===== config.mk =====
export PLATFORM = sky130hd
export DESIGN_NAME = move_scan
export DESIGN_NICKNAME = d
export VERILOG_FILES = /design/src/rtl/move_scan.sv
export SDC_FILE = /design/constraint.sdc
export NUM_CORES = 1
export LEC_CHECK = 0
export CAP_MARGIN = 20
export CORE_MARGIN = 10
export CORE_UTILIZATION = 42
export CTS_CLUSTER_SIZE = 12
export DETAILED_ROUTE_END_ITERATION = 8
export PLACE_DENSITY = 0.73
export SLEW_MARGIN = 30
export SYNTH_ARGS = -nofsm -noshare
export SYNTH_HDL_FRONTEND = slang
export SYNTH_SLANG_ARGS = --single-unit

===== constraint.sdc =====
create_clock -name clock -period 4.6 [get_ports clock]
set_input_delay 0.92 -clock clock [delete_from_list [all_inputs] [get_ports clock]]
set_output_delay 0.92 -clock clock [all_outputs]
set_load 0.02 [all_outputs]

===== src/rtl/move_scan.sv =====
// Diagonal legal-move scanner: walks UL, UR, DL, DR one per cycle and accumulates simple-move and capture source masks.
// Results are registered and held until the next scan completes; start is ignored while a scan is running.
module move_scan #(
  parameter int NDIR = 4
) (
  input  logic        clock,
  input  logic        reset,
  input  logic        start,
  input  logic        side,
  input  logic [31:0] own,
  input  logic [31:0] opp,
  input  logic [31:0] kings,
  output logic        busy,
  output logic        done,
  output logic [31:0] move_src,
  output logic [31:0] jump_src,
  output logic [31:0] legal_src,
  output logic        must_jump,
  output logic        no_moves
);

  typedef enum logic [1:0] {S_IDLE, S_SCAN, S_DONE} state_t;

  localparam logic [1:0] LAST_DIR = 2'(NDIR - 1);

  state_t      state_q, state_d;
  logic [1:0]  dir_q, dir_d;
  logic        side_q;
  logic [31:0] own_q, opp_q, kings_q;
  logic [31:0] acc_mv_q, acc_mv_d;
  logic [31:0] acc_jp_q, acc_jp_d;
  logic [31:0] move_src_q, jump_src_q, legal_src_q;
  logic        must_jump_q, no_moves_q, done_q;

  logic [31:0] occ, movers, s1_occ, s1_opp, s2_occ, mv_dir, jp_dir;

  // Off-board neighbours read as occupied, which blocks border moves and jumps for free.
  function automatic logic [31:0] shift_dir(input logic [1:0] d, input logic [31:0] x);
    logic [31:0] s;
    logic [4:0]  idx;
    logic [2:0]  row;
    logic [1:0]  col;
    s = '1;
    for (int i = 0; i < 32; i++) begin
      idx = 5'(i);
      row = idx[4:2];
      col = idx[1:0];
      case (d)
        2'd0:    if (col <= 2'd2 && row <= 3'd6) s[i] = x[idx + 5'd4];
        2'd1:    if (col >= 2'd1 && row <= 3'd6) s[i] = x[idx + 5'd3];
        2'd2:    if (col <= 2'd2 && row >= 3'd1) s[i] = x[idx - 5'd3];
        default: if (col >= 2'd1 && row >= 3'd1) s[i] = x[idx - 5'd4];
      endcase
    end
    return s;
  endfunction

  always_comb begin
    occ    = own_q | opp_q;
    // Men of side 0 move in dirs 0/1 (UL/UR), side 1 in dirs 2/3 (DL/DR); kings move everywhere.
    movers = (own_q & kings_q) | ((dir_q[1] == side_q) ? (own_q & ~kings_q) : 32'd0);
    s1_occ = shift_dir(dir_q, occ);
    s1_opp = shift_dir(dir_q, opp_q);
    s2_occ = shift_dir(dir_q, s1_occ);
    mv_dir = movers & ~s1_occ;
    jp_dir = movers & s1_opp & ~s2_occ;
  end

  always_comb begin
    state_d  = state_q;
    dir_d    = dir_q;
    acc_mv_d = acc_mv_q;
    acc_jp_d = acc_jp_q;
    case (state_q)
      S_IDLE: begin
        if (start) begin
          state_d  = S_SCAN;
          dir_d    = 2'd0;
          acc_mv_d = 32'd0;
          acc_jp_d = 32'd0;
        end
      end
      S_SCAN: begin
        acc_mv_d = acc_mv_q | mv_dir;
        acc_jp_d = acc_jp_q | jp_dir;
        dir_d    = dir_q + 2'd1;
        if (dir_q == LAST_DIR) begin
          state_d = S_DONE;
          dir_d   = 2'd0;
        end
      end
      S_DONE:  state_d = S_IDLE;
      default: state_d = S_IDLE;
    endcase
  end

  always_ff @(posedge clock) begin
    if (reset) begin
      state_q     <= S_IDLE;
      dir_q       <= 2'd0;
      acc_mv_q    <= 32'd0;
      acc_jp_q    <= 32'd0;
      side_q      <= 1'b0;
      own_q       <= 32'd0;
      opp_q       <= 32'd0;
      kings_q     <= 32'd0;
      move_src_q  <= 32'd0;
      jump_src_q  <= 32'd0;
      legal_src_q <= 32'd0;
      must_jump_q <= 1'b0;
      no_moves_q  <= 1'b0;
      done_q      <= 1'b0;
    end else begin
      state_q  <= state_d;
      dir_q    <= dir_d;
      acc_mv_q <= acc_mv_d;
      acc_jp_q <= acc_jp_d;
      done_q   <= 1'b0;
      if (state_q == S_IDLE && start) begin
        side_q  <= side;
        own_q   <= own;
        opp_q   <= opp;
        kings_q <= kings;
      end
      if (state_q == S_DONE) begin
        move_src_q  <= acc_mv_q;
        jump_src_q  <= acc_jp_q;
        legal_src_q <= (|acc_jp_q) ? acc_jp_q : acc_mv_q;
        must_jump_q <= |acc_jp_q;
        no_moves_q  <= (acc_mv_q == 32'd0) && (acc_jp_q == 32'd0);
        done_q      <= 1'b1;
      end
    end
  end

  assign busy      = (state_q != S_IDLE);
  assign done      = done_q;
  assign move_src  = move_src_q;
  assign jump_src  = jump_src_q;
  assign legal_src = legal_src_q;
  assign must_jump = must_jump_q;
  assign no_moves  = no_moves_q;

endmodule


==> run summary, run 1 <==
The run finished with clean final reports. The level count of the clock H-tree came out at 1. The vertical die dimension is ~180 um.

The count of port buffers added during placement is 197. The area of the die came out at roughly 33,000 um2. Clock tree synthesis found a total of approximately 260 sinks. Counting the buffers created by CTS gives 28. The maximum clock insertion buffer count is 3.

The sum of overflow across all layers after global routing came out at 0. The worst hold path was traced through 2 stages. The routed length on met3 came out at between 4 and 5 mm. The pin count of the biggest net entering global routing is 145. Among all flip-flop cells after synthesis, the most frequent one is sky130_fd_sc_hd__dfxtp_1. Counting flops and latches in the post-synthesis netlist gives ~260. After synthesis, the cell types taking the most area are sky130_fd_sc_hd__dfxtp_1 47%, sky130_fd_sc_hd__nand2_1 13%, sky130_fd_sc_hd__a21oi_1 9.1%. The detail-routed via count per cell came out at 5.78.

The critical path capture point type is a flop. The critical path data arrival time came out at roughly 3.4 ns. Static timing analysis puts the maximum clock frequency at 341 MHz.

The max-slew headroom at the worst pin came out at 0.365. Among all stages on the critical path, the largest delay is contributed by sky130_fd_sc_hd__a2111oi_0. The startpoint class of the critical path is a flop. The area of placed instances is 13,200 um2.

Max-cap violations in this run came to 0. The worst clock skew is 0.0183 ns. The tightest min-delay check is of the reg -> reg type. The average size of a mapped cell came out at approximately 7.7 um2. The sum of met2 wire segment lengths after detailed routing is approximately 17 mm. In this run the clock root is driven by a sky130_fd_sc_hd__clkbuf_16.

The cell accounting for the most synthesized area is sky130_fd_sc_hd__dfxtp_1. The final standard cell area without fillers came out at 14,100 um2. The floorplan has a little under 60 rows.

The number of hold buffers added after CTS was 0. The fraction of synthesized area in multiplexers came out at 0. In this run the standard cell core region covers approximately 26,000 um2.

The number of I/O pins is 200. For this run, design rule violations remaining after detail routing come to 0. Of the total synthesized cell area, the portion taken by full adders, half adders and majority gates is 0.00787. The total number of vias came out at roughly 11,000. The static power due to leakage is approximately 4.8 nW. The number of DRC markers after the initial detailed-route iteration came out at between 1,000 and 1,500. The fraction of synthesized cell area taken by the top area cell type is 0.471. The initial cell density of the core is 0.427. The first detailed-routing pass ran for 8 iterations.

The number of flops mapped to enable cells by yosys is 0. The number of max-slew violations in the final report came to 0. The mapped netlist covers around 11,000 um2.

Yosys instantiated no cell more often than sky130_fd_sc_hd__nand2_1. For the pin with the worst max-slew slack, the measured transition is around 0.95 ns. The final setup violation count came out at 0. For this block, wires on met1 add up to about 18 mm. The number of antenna violations at the first check in global routing was 0. The critical path goes through inv_1, ha_1, buf_4, nor3_1, nand4_1, a21boi_0, a2111oi_0, o21a_1.

The setup fix buffers added after clock tree synthesis came out at 0. The final number of hold-violating endpoints is 0. The area added between synthesis and finish is 26.3%.

The fraction of the mapped netlist area in simple logic gates is 0.233. The Yosys step of the flow raised 0 warnings. The cell count of the worst reg-to-reg path is 8.

TritonCTS built the clock tree. The total nets after synthesis is approximately 1,600. The clock edge transition at the registers on the reported setup and hold paths is around 0.060 ns. The final period utilization came out at 0.637. By area, the combinational part of the netlist is dominated by compound AO/OA/AOI/OAI gates. Setup repair after global routing left no endpoint under its margin.

0 antenna diodes ended up in the layout. The power density of the placed cells is 355 nW/um2. The post-cts sizing count came out at 0. The number of nets at the end of the flow came out at around 1,700. The highest cell delay on the worst timing path is about 0.61 ns. The overall die width came out at between 150 and 200 um.

The global-route total usage across every layer is 0.230. The highest ir drop seen on vdd came out at approximately 0.24 mV. The gate count after technology mapping came out at about 1,400. The post-synthesis compound-gate area fraction is 0.241. The detailed router used layers up to and including met4.

The global-route wire length before repair came out at ~60 mm. The placer's final routability congestion estimate is around 0.96. Of the synthesized area, sequential elements account for 0.471. The category of the critical setup timing path is reg -> reg.

In this run the remaining antenna-violating nets after routing total 0. The final routed wire length divided by cell count came out at about 21 um. The total wire length came out at 40.9 mm. After synthesis, the netlist uses between 50 and 60 different library cells.

The minimum clock period came out at a little under 3 ns. The worst path required time is between 5 and 6 ns. Of the cells placed in the final design, the portion with a size suffix greater than 1 is 0.0516.

After synthesis, the share of flip-flops with an asynchronous set or reset is 0. The final setup TNS is 0 ns. Once detailed placement completed, the half-perimeter wirelength came to 29.6 mm. The post-synthesis xor/xnor area fraction came out at 0.000787. The number of global-route vias before repair is ~10,000. By count the netlist is led by 397 x sky130_fd_sc_hd__nand2_1, 262 x sky130_fd_sc_hd__dfxtp_1, 202 x sky130_fd_sc_hd__a21oi_1. The top fanout value on the critical path is 13. The worst-skew pair later-pin latency came out at 0.56 ns.
-- flip-flops by register name, summed over array words and instances (netlist names), 2 cells and up --
name / cells
acc_jp_q: 32
acc_mv_q: 32
dir_q: 2
jump_src: 32
kings_q: 32
legal_src: 32
move_src: 32
opp_q: 30
own_q: 32
state_q: 2
-- critical path: cells and delay by family (launching register included) --
| family | cells | cell delay (ns) |
|---|---|---|
| buf+inv | 2 | 0.44 |
| fa+ha+maj | 1 | 0.41 |
| compound gates | 3 | 0.95 |
| flops | 1 | 0.54 |
| simple gates | 2 | 0.54 |
-- placed cells by master (no fill, tap or decap), types with 9 or more instances in the layout --
master and instances:
sky130_fd_sc_hd__a21oi_1 202, sky130_fd_sc_hd__a211oi_1 36, sky130_fd_sc_hd__o21ai_0 76, sky130_fd_sc_hd__nor4_1 20
sky130_fd_sc_hd__nand2_1 397, sky130_fd_sc_hd__or2_2 10, sky130_fd_sc_hd__o211ai_1 19, sky130_fd_sc_hd__nor2_1 96
sky130_fd_sc_hd__clkbuf_1 9, sky130_fd_sc_hd__buf_4 15, sky130_fd_sc_hd__clkdlybuf4s50_1 196, sky130_fd_sc_hd__nand3_1 22
sky130_fd_sc_hd__nor3_1 36, sky130_fd_sc_hd__a31oi_1 9, sky130_fd_sc_hd__a22oi_1 11, sky130_fd_sc_hd__dfxtp_1 262
sky130_fd_sc_hd__a222oi_1 9, sky130_fd_sc_hd__clkbuf_16 28
-- worst paths after layout --
path / startpoint / to / slack (ns)
setup / recovery: dir_q[1] / acc_jp_q[29] / 1.67
setup reg to reg: dir_q[1] / acc_jp_q[29] / 1.67
hold reg to reg: move_src[17] / move_src[17] / 0.45
hold / removal: move_src[17] / move_src[17] / 0.45
-- power by group --
part	total, W	switching (W)	internal, W
Combinational	0.000503	0.000309	0.000194
Clock	0.00206	0.000916	0.00115
Sequential	0.00242	0.0000909	0.00233
-- per-layer routing --
layer / vias to the layer above / track usage
met4: 0 / 0.0726
met3: 69 / 0.0537
met5: - / 0
met2: 507 / 0.343
met1: 5217 / 0.322
li1: 5317 / -
-- cell families (layout without fill, tap and decap cells) --
family          Yosys count  in the layout
xor+xnor                  1              1
simple gates            616            616
fa+ha+maj                 7              7
flops                   262            262
buf+inv                 125            266
compound gates          436            436
-- final cells by class --
| cell class | count | area, um2 |
|---|---|---|
| fillers | 2534 | 12000 |
| multi-input cells | 1060 | 5420 |
| flip-flops and latches | 262 | 5250 |
| repair buffers | 214 | 2140 |
| clock buffers | 39 | 762 |
| well taps | 335 | 419 |
| clock inverters | 7 | 52.6 |
| inverters | 6 | 22.5 |
-- metrics by stage --
stage               setup WS, ns  utilization  power (W)  cells  hold WS [ns]
finish                      1.67        0.539    0.00499   1923         0.450
global route                1.45        0.539    0.00513   1923         0.469
CTS                         1.72        0.539    0.00499   1923         0.454
detailed placement          1.38        0.508    0.00296   1877         0.445
global placement            1.43        0.507    0.00295   1876         0.442
floorplan                   2.39            -    0.00272   1447         0.433
Note: power is estimated with default switching activity, not from simulation.
==> run 2, diff against run 1 <==
--- a/config.mk
+++ b/config.mk
@@ -10,7 +10,7 @@
 export CORE_UTILIZATION = 42
 export CTS_CLUSTER_SIZE = 12
 export DETAILED_ROUTE_END_ITERATION = 8
-export PLACE_DENSITY = 0.73
+export PLACE_DENSITY = 0.76
 export SLEW_MARGIN = 30
 export SYNTH_ARGS = -nofsm -noshare
 export SYNTH_HDL_FRONTEND = slang
==> constraint.sdc (replaced) <==
create_clock -name clock -period 2.6 [get_ports clock]
set_input_delay 0.52 -clock clock [delete_from_list [all_inputs] [get_ports clock]]
set_output_delay 0.52 -clock clock [all_outputs]
set_load 0.02 [all_outputs]
==> run 2 against run 1 <==
Wire length increased by 4.7%; sequential power rose by 76%; via count grew 2.5%; combinational power grew 100%; utilization is 1.9 points higher; critical path depth shrank 6; global-route usage increased by 1.5 points; non-clock buffer count rose by 62; clock-buffer cell count down 4; critical path type is now reg -> out; largest cell class unchanged; largest power group unchanged.
==> run summary, run 2 (synthesized netlist as in run 1, its figures left out) <==
After legalization and detailed placement, the total HPWL measured between 30 and 40 mm. The worst register-to-register path ends at acc_jp_q[5]. The clock passes through at most 3 buffers. The initial cell density of the core is 0.427.

The final standard cell area without fillers is about 15,000 um2. The cell count of the worst reg-to-reg path is 6. The startpoint class of the critical path is a flop. The worst setup path is captured at an output port.

For this block, the routed nets add up to 42.8 mm of wire. The number of nets at the end of the flow is between 1,500 and 2,000. In the global route stage, overall resource usage came out at 0.245. Static timing analysis puts the maximum clock frequency at 408 MHz.

The final routed wire length divided by cell count is about 22 um. Registers take 5250 um2. The number of DRC markers after the initial detailed-route iteration came out at 1,371. After clock tree synthesis, the clock-pin slew on the worst setup and hold paths is 0.06 ns.

The number of buffers inserted by hold repair at cts is 0. Setup repair after global routing left no endpoint under its margin. The global-route wire length before repair is roughly 65 mm.

The placer's final routability congestion estimate came out at 1.01. Across the run, the number of max-cap violations was 0. The count of port buffers added during placement came out at between 150 and 200. Relative to the synthesized area, the layout overhead comes to 30.7%. The final setup violation count is 0.

In this run the tightest slew margin relative to its limit is 0.453. The highest cell delay on the worst timing path is 0.60 ns. The instance count after placement with tap cells included is between 1,500 and 2,000.

The static power due to leakage came out at between 5 and 6 nW. The level count of the clock H-tree is 1. The largest individual stage delay along the critical path comes from the cell sky130_fd_sc_hd__dfxtp_1. The power density of the placed cells is between 600 and 700 nW/um2. The number of fill cells in the layout came out at about 2,400. The worst clock skew came out at approximately 0.021 ns. The worst path required time is about 2.1 ns. The number of clock sinks is ~260. The area of placed instances came out at 13,800 um2.

The minimum clock period came out at approximately 2.4 ns. The final number of hold-violating endpoints is 0. The detail-routed via count per cell is 5.75.

The post-cts sizing count is 0. The number of antenna violations at the first check in global routing is 0. In this design, the largest share of critical-path delay is due to flip-flops.

The kind of path behind the tightest hold check is in -> reg. The sum of buffers and inverters on the critical path came out at 1. The count of standard-cell rows is around 60. Clock tree synthesis selected as its root buffer the cell sky130_fd_sc_hd__clkbuf_16. The floorplan step defined a die boundary enclosing around 33,000 um2. Setup slack on the worst reg-to-reg path comes out at 0.21 ns. The number of global-route vias before repair came out at 10,900.

The floorplan core area came out at roughly 26,000 um2. The worst-skew pair later-pin latency came out at 0.54 ns. The total number of vias came out at about 11,000. TritonCTS built the clock tree. The worst setup path is of the reg -> out kind. The total overflow left after global routing is 0. The highest ir drop seen on vdd came out at between 0.3 and 0.4 mV. Summing all multi-input logic gate instances after layout gives between 5000 and 6000 um2. The overall die width came out at between 150 and 200 um.

The number of CTS-inserted buffers came out at 27. In the final layout, the share of cells above drive strength 1 is 0.0833. The library cells used most frequently in the layout, excluding fill and tap cells, are 397 x sky130_fd_sc_hd__nand2_1, 262 x sky130_fd_sc_hd__dfxtp_1, 202 x sky130_fd_sc_hd__a21oi_1, 196 x sky130_fd_sc_hd__clkdlybuf4s50_1, 96 x sky130_fd_sc_hd__nor2_1. The worst hold path begins at reset.

For this run, design rule violations remaining after detail routing come to 0. The final setup TNS is 0 ns. For hold timing, the worst endpoint is dir_q[0]. From bottom edge to top edge, the die measures approximately 180 um. The pin count of the biggest net entering global routing is 100. The number of max-slew violations in the final report is 0. For this design the top-level I/O count stands at 200.

The count of antenna-violating nets left after detailed routing is 0. The repair_antennas step left the layout with diodes totalling 0. Walking the worst path, the cells encountered are or2_2, clkdlybuf4s50_1. Before antenna repair, the detailed router went through 6 iterations. In the finished design, the share of the clock period the worst path needs comes to 0.942. The setup fix buffers added after clock tree synthesis came out at 0. The final cell count without fillers is slightly below 2,000.

The startpoint identified for the worst register-to-register timing path is dir_q[1]. The number of instances on the worst hold path came out at 2. The library cell used most frequently in the layout, excluding fill and tap cells, is sky130_fd_sc_hd__nand2_1.

For the worst setup path, the data arrival time is ~1.9 ns. The flow ran to the end, and the final reports show no timing, DRC or antenna violations. The slew at the pin closest to its max-slew limit is 0.820 ns. In this run the worst setup path begins at state_q[0]. Of all nets on the critical path, the largest fanout is 9.
-- run 2: where the power goes --
group	internal [W]	switching, W
combinational	0.000421	0.000595
sequential	0.00412	0.000151
clock	0.00203	0.00153
total	0.00657	0.00228
-- run 2: final cells by class --
| cell class | instances | share of cell area |
|---|---|---|
| tap | 335 | 0.0288 |
| inverter | 6 | 0.00155 |
| sequential | 262 | 0.361 |
| timing repair buffer | 276 | 0.184 |
| multi-input combinational | 1060 | 0.371 |
| clock inverter | 5 | 0.00344 |
| clock buffer | 35 | 0.0499 |
-- run 2: worst max path at each step --
stage / cells after the start / slack [ns] / to
6_report: 2 / 0.15 / busy
3_5_place_dp: 6 / 0.32 / acc_jp_q[5]
5_1_grt: 10 / 0.11 / acc_jp_q[29]
3_3_place_gp: 10 / 0.27 / acc_jp_q[29]
4_1_cts: 2 / 0.15 / busy
2_1_floorplan: 8 / 0.64 / acc_jp_q[5]
-- run 2: per-layer routing --
layer	GRT usage	up-vias	part of all wire
li1	-	5432	-
met1	0.341	5316	0.45
met2	0.372	557	0.43
met3	0.0494	79	0.091
met4	0.0810	0	0.031
met5	0	-	0
-- run 2: metrics by stage --
step	util	worst slack (ns)	power (W)	hold slack, ns
after floorplan	-	0.636	0.00482	0.433
after global placement	0.528	0.267	0.00534	0.440
after detailed placement	0.528	0.318	0.00534	0.448
after CTS	0.558	0.151	0.00884	0.302
after global routing	0.558	0.110	0.00912	0.336
final	0.558	0.152	0.00884	0.321
==> run 3, diff against run 2 <==
--- a/config.mk
+++ b/config.mk
@@ -10,6 +10,7 @@
 export CORE_UTILIZATION = 42
 export CTS_CLUSTER_SIZE = 12
 export DETAILED_ROUTE_END_ITERATION = 8
+export MAX_ROUTING_LAYER = met4
 export PLACE_DENSITY = 0.76
 export SLEW_MARGIN = 30
 export SYNTH_ARGS = -nofsm -noshare
==> run 3 against run 2 <==
The run now ends with design-rule violations left; wire length increased by 1.0%; clock-buffer cell count rose by 8; cell count rose by 0.20%; global-route usage grew 1.2 points; largest power group unchanged; highest routed layer unchanged.
==> run summary, run 3 (synthesized netlist as in run 1, its figures left out) <==
The flow ran to the end, but the final reports show violations. The final reports fail on design-rule violations. The count of TritonRoute iterations in the first routing pass is 9. The root buffer selected by CTS is sky130_fd_sc_hd__clkbuf_16. Measured along the x axis, the die boundary spans about 180 um. In this run, CTS created clock tree buffers numbering 28.

The clock tree from TritonCTS is built. Of all nets on the critical path, the largest fanout is 13. Entering global routing, the biggest net connects between 100 and 150 pins. For this design the total switching power over the nets is around 0.0023 W. The worst pin sits at a relative slew slack of 0.454. For this run, global-route usage on met1 was measured as 0.353. The total wire length is around 43 mm.

The area of the die came out at 33,400 um2. Setup violations remaining at the end of the flow were counted as 0. The slew at the pin closest to its max-slew limit came out at about 0.8 ns. For met2 alone, demand over resource in global routing was 0.385. The first global-routing pass estimated roughly 67 mm of wire. The number of instances on the worst hold path is 2. The global-route total usage across every layer is 0.257. Walking the worst path, the cells encountered are inv_1, ha_1, buf_4, a222oi_1, or3_1, a2111oi_1, a211o_1. The vertical die dimension is 183 um. The number of nets at the end of the flow is between 1,500 and 2,000. The level count of the clock H-tree came out at 1.

The ratio of cells with drive above 1 in the final layout came out at 0.0831. Clock latency on the worst-skew pair, taken at its later pin, is 0.55 ns. The placer's final routability congestion estimate is 0.982.

The top cell types in the final layout, fill and taps aside, are 397 x sky130_fd_sc_hd__nand2_1, 262 x sky130_fd_sc_hd__dfxtp_1, 202 x sky130_fd_sc_hd__a21oi_1, 196 x sky130_fd_sc_hd__clkdlybuf4s50_1, 96 x sky130_fd_sc_hd__nor2_1. The total internal power came out at slightly below 0.007 W. The count of nets left with antenna violations once routing finished came out at 0. The highest ir drop seen on vdd came out at ~0.44 mV. The worst clock skew is about 0.016 ns. The overall power consumption came out at about 0.0091 W.

The final setup TNS came out at 0 ns. By startpoint and endpoint, the worst setup path is classified as reg -> reg. The number of clock sinks is between 200 and 300. In this run the worst setup path begins at dir_q[0]. The setup fix buffers added after clock tree synthesis came out at 0.

The initial cell density of the core is 0.427. For this design, the slowest cell found on the critical path is sky130_fd_sc_hd__a2111oi_1. The sum of overflow across all layers after global routing came out at 0. The maximum clock insertion buffer count came out at 3. The area added between synthesis and finish is 31.2%. The highest cell delay on the worst timing path came out at ~0.73 ns.

The floorplan core area came out at 26,100 um2. The number of I/O pins came out at 200. The power density of the placed cells came out at roughly 620 nW/um2. The switching share of power came out at 0.257. The final standard cell area without fillers is ~15,000 um2. The most common cell after layout, fill and taps aside is sky130_fd_sc_hd__nand2_1. The minimum clock period came out at about 2.5 ns. In the routed design, unresolved DRC markers number 2. The number of antenna cells inserted is 0. Buffers placed on the I/O ports in this run total 197. STA classifies the critical path endpoint as a flop. Across all layers, the routed design uses between 10,000 and 15,000 vias. For the worst setup path, the data arrival time is around 3.0 ns. The count of standard-cell rows came out at slightly below 60.

The cell count of the worst reg-to-reg path is 7. The number of max-slew violations in the final report is 0. The detail-routed via count per cell is ~5.8. The area of placed instances is 13,700 um2.

The final routed wire length divided by cell count came out at about 22 um. The number of antenna violations at the first check in global routing is 0. The met3 track demand over resource in global routing came out at 0.0478.

Of the total power, registers draw 0.468. In this run the most critical hold path is launched from reset. The worst path required time is between 3 and 4 ns.

The number of buffers inserted by hold repair at cts came out at 0. Of the total power, combinational logic draws 0.111. The clock edge transition at the registers on the reported setup and hold paths is around 0.06 ns. The most used routing layer in global routing is met2. Timing would allow up to 394 MHz. The HPWL after detailed placement is 32.1 mm. The share of total power dissipated in the clock network is 0.421.

The number of DRC markers after the initial detailed-route iteration is 1,452. Across the run, the number of max-cap violations was 0. The smallest hold slack came out at between 0.3 and 0.4 ns. The launch point of the worst reg-to-reg path is dir_q[0]. The static power due to leakage came out at 5.18 nW. The number of global-route vias before repair is about 11,000.

Setup repair after global routing left no endpoint under its margin. The final number of hold-violating endpoints came out at 0. Dividing the final minimum period by the clock period gives 0.977. The worst setup path is launched from a flop.

In this run the worst hold path is classified as in -> reg. The internal reg-to-reg setup slack is between 0.05 and 0.06 ns. The final core area utilization is 0.560.
==> run 3: cell types whose count changed in the layout (fill, tap and decap cells not counted), sizes merged <==
cell,before,now
clkinv,4,3
buf,80,76
inv,6,7
clkbuf,35,43
==> run 3: final timing paths <==
| path | end |
|---|---|
| setup / recovery | acc_jp_q[5] |
| hold / removal | jump_src[31] |
| setup reg to reg | acc_jp_q[5] |
| hold reg to reg | kings_q[30] |
==> run 3: critical path: cells and delay by family, from the launching register on <==
kind,cells,cell delay (ns)
adder cells (fa/ha/maj),1,0.45
buffers and inverters,2,0.38
AO/OA/AOI/OAI,3,1.01
AND/OR/NAND/NOR,1,0.35
flip-flops,1,0.31
==> run 3: power groups by stage <==
stage / sequential (W) / combinational [W] / clock [W]
2_1_floorplan: 0.00427 / 0.000548 / 0
3_3_place_gp: 0.00435 / 0.000989 / 0
3_5_place_dp: 0.00435 / 0.000988 / 0
4_1_cts: 0.00426 / 0.000992 / 0.00389
5_1_grt: 0.00427 / 0.00109 / 0.00405
6_report: 0.00427 / 0.00101 / 0.00384
==> run 3: stage by stage <==
stage,worst slack (ns),std cells
floorplan,0.636,1447
global placement,0.138,1935
detailed placement,0.0832,1935
CTS,0.0590,1983
global route,0.0163,1983
finish,0.0589,1983
==> run 3: cell type report <==
cell class                 instances  area [um2]
tap                              335         419
sequential                       262        5250
clock inverter                     5        53.8
multi-input combinational       1060        5400
timing repair buffer             272        2640
clock buffer                      43         818
inverter                           6        22.5
fill                            2403       11500
==> run 3: what timing repair did <==
item / in CTS / in global routing
endpoints found under the hold margin: 0 / 0
gates resized for setup: 0 / 1
setup endpoints to repair: 0 / 1
==> run 3: per-layer routing <==
| metal | vias up | part of all wire | wire, um |
|---|---|---|---|
| li1 | 5424 | - | - |
| met1 | 5402 | 0.45 | 19700 |
| met2 | 524 | 0.44 | 19100 |
| met3 | 62 | 0.085 | 3690 |
| met4 | 0 | 0.020 | 862 |
| met5 | - | 0 | 0 |
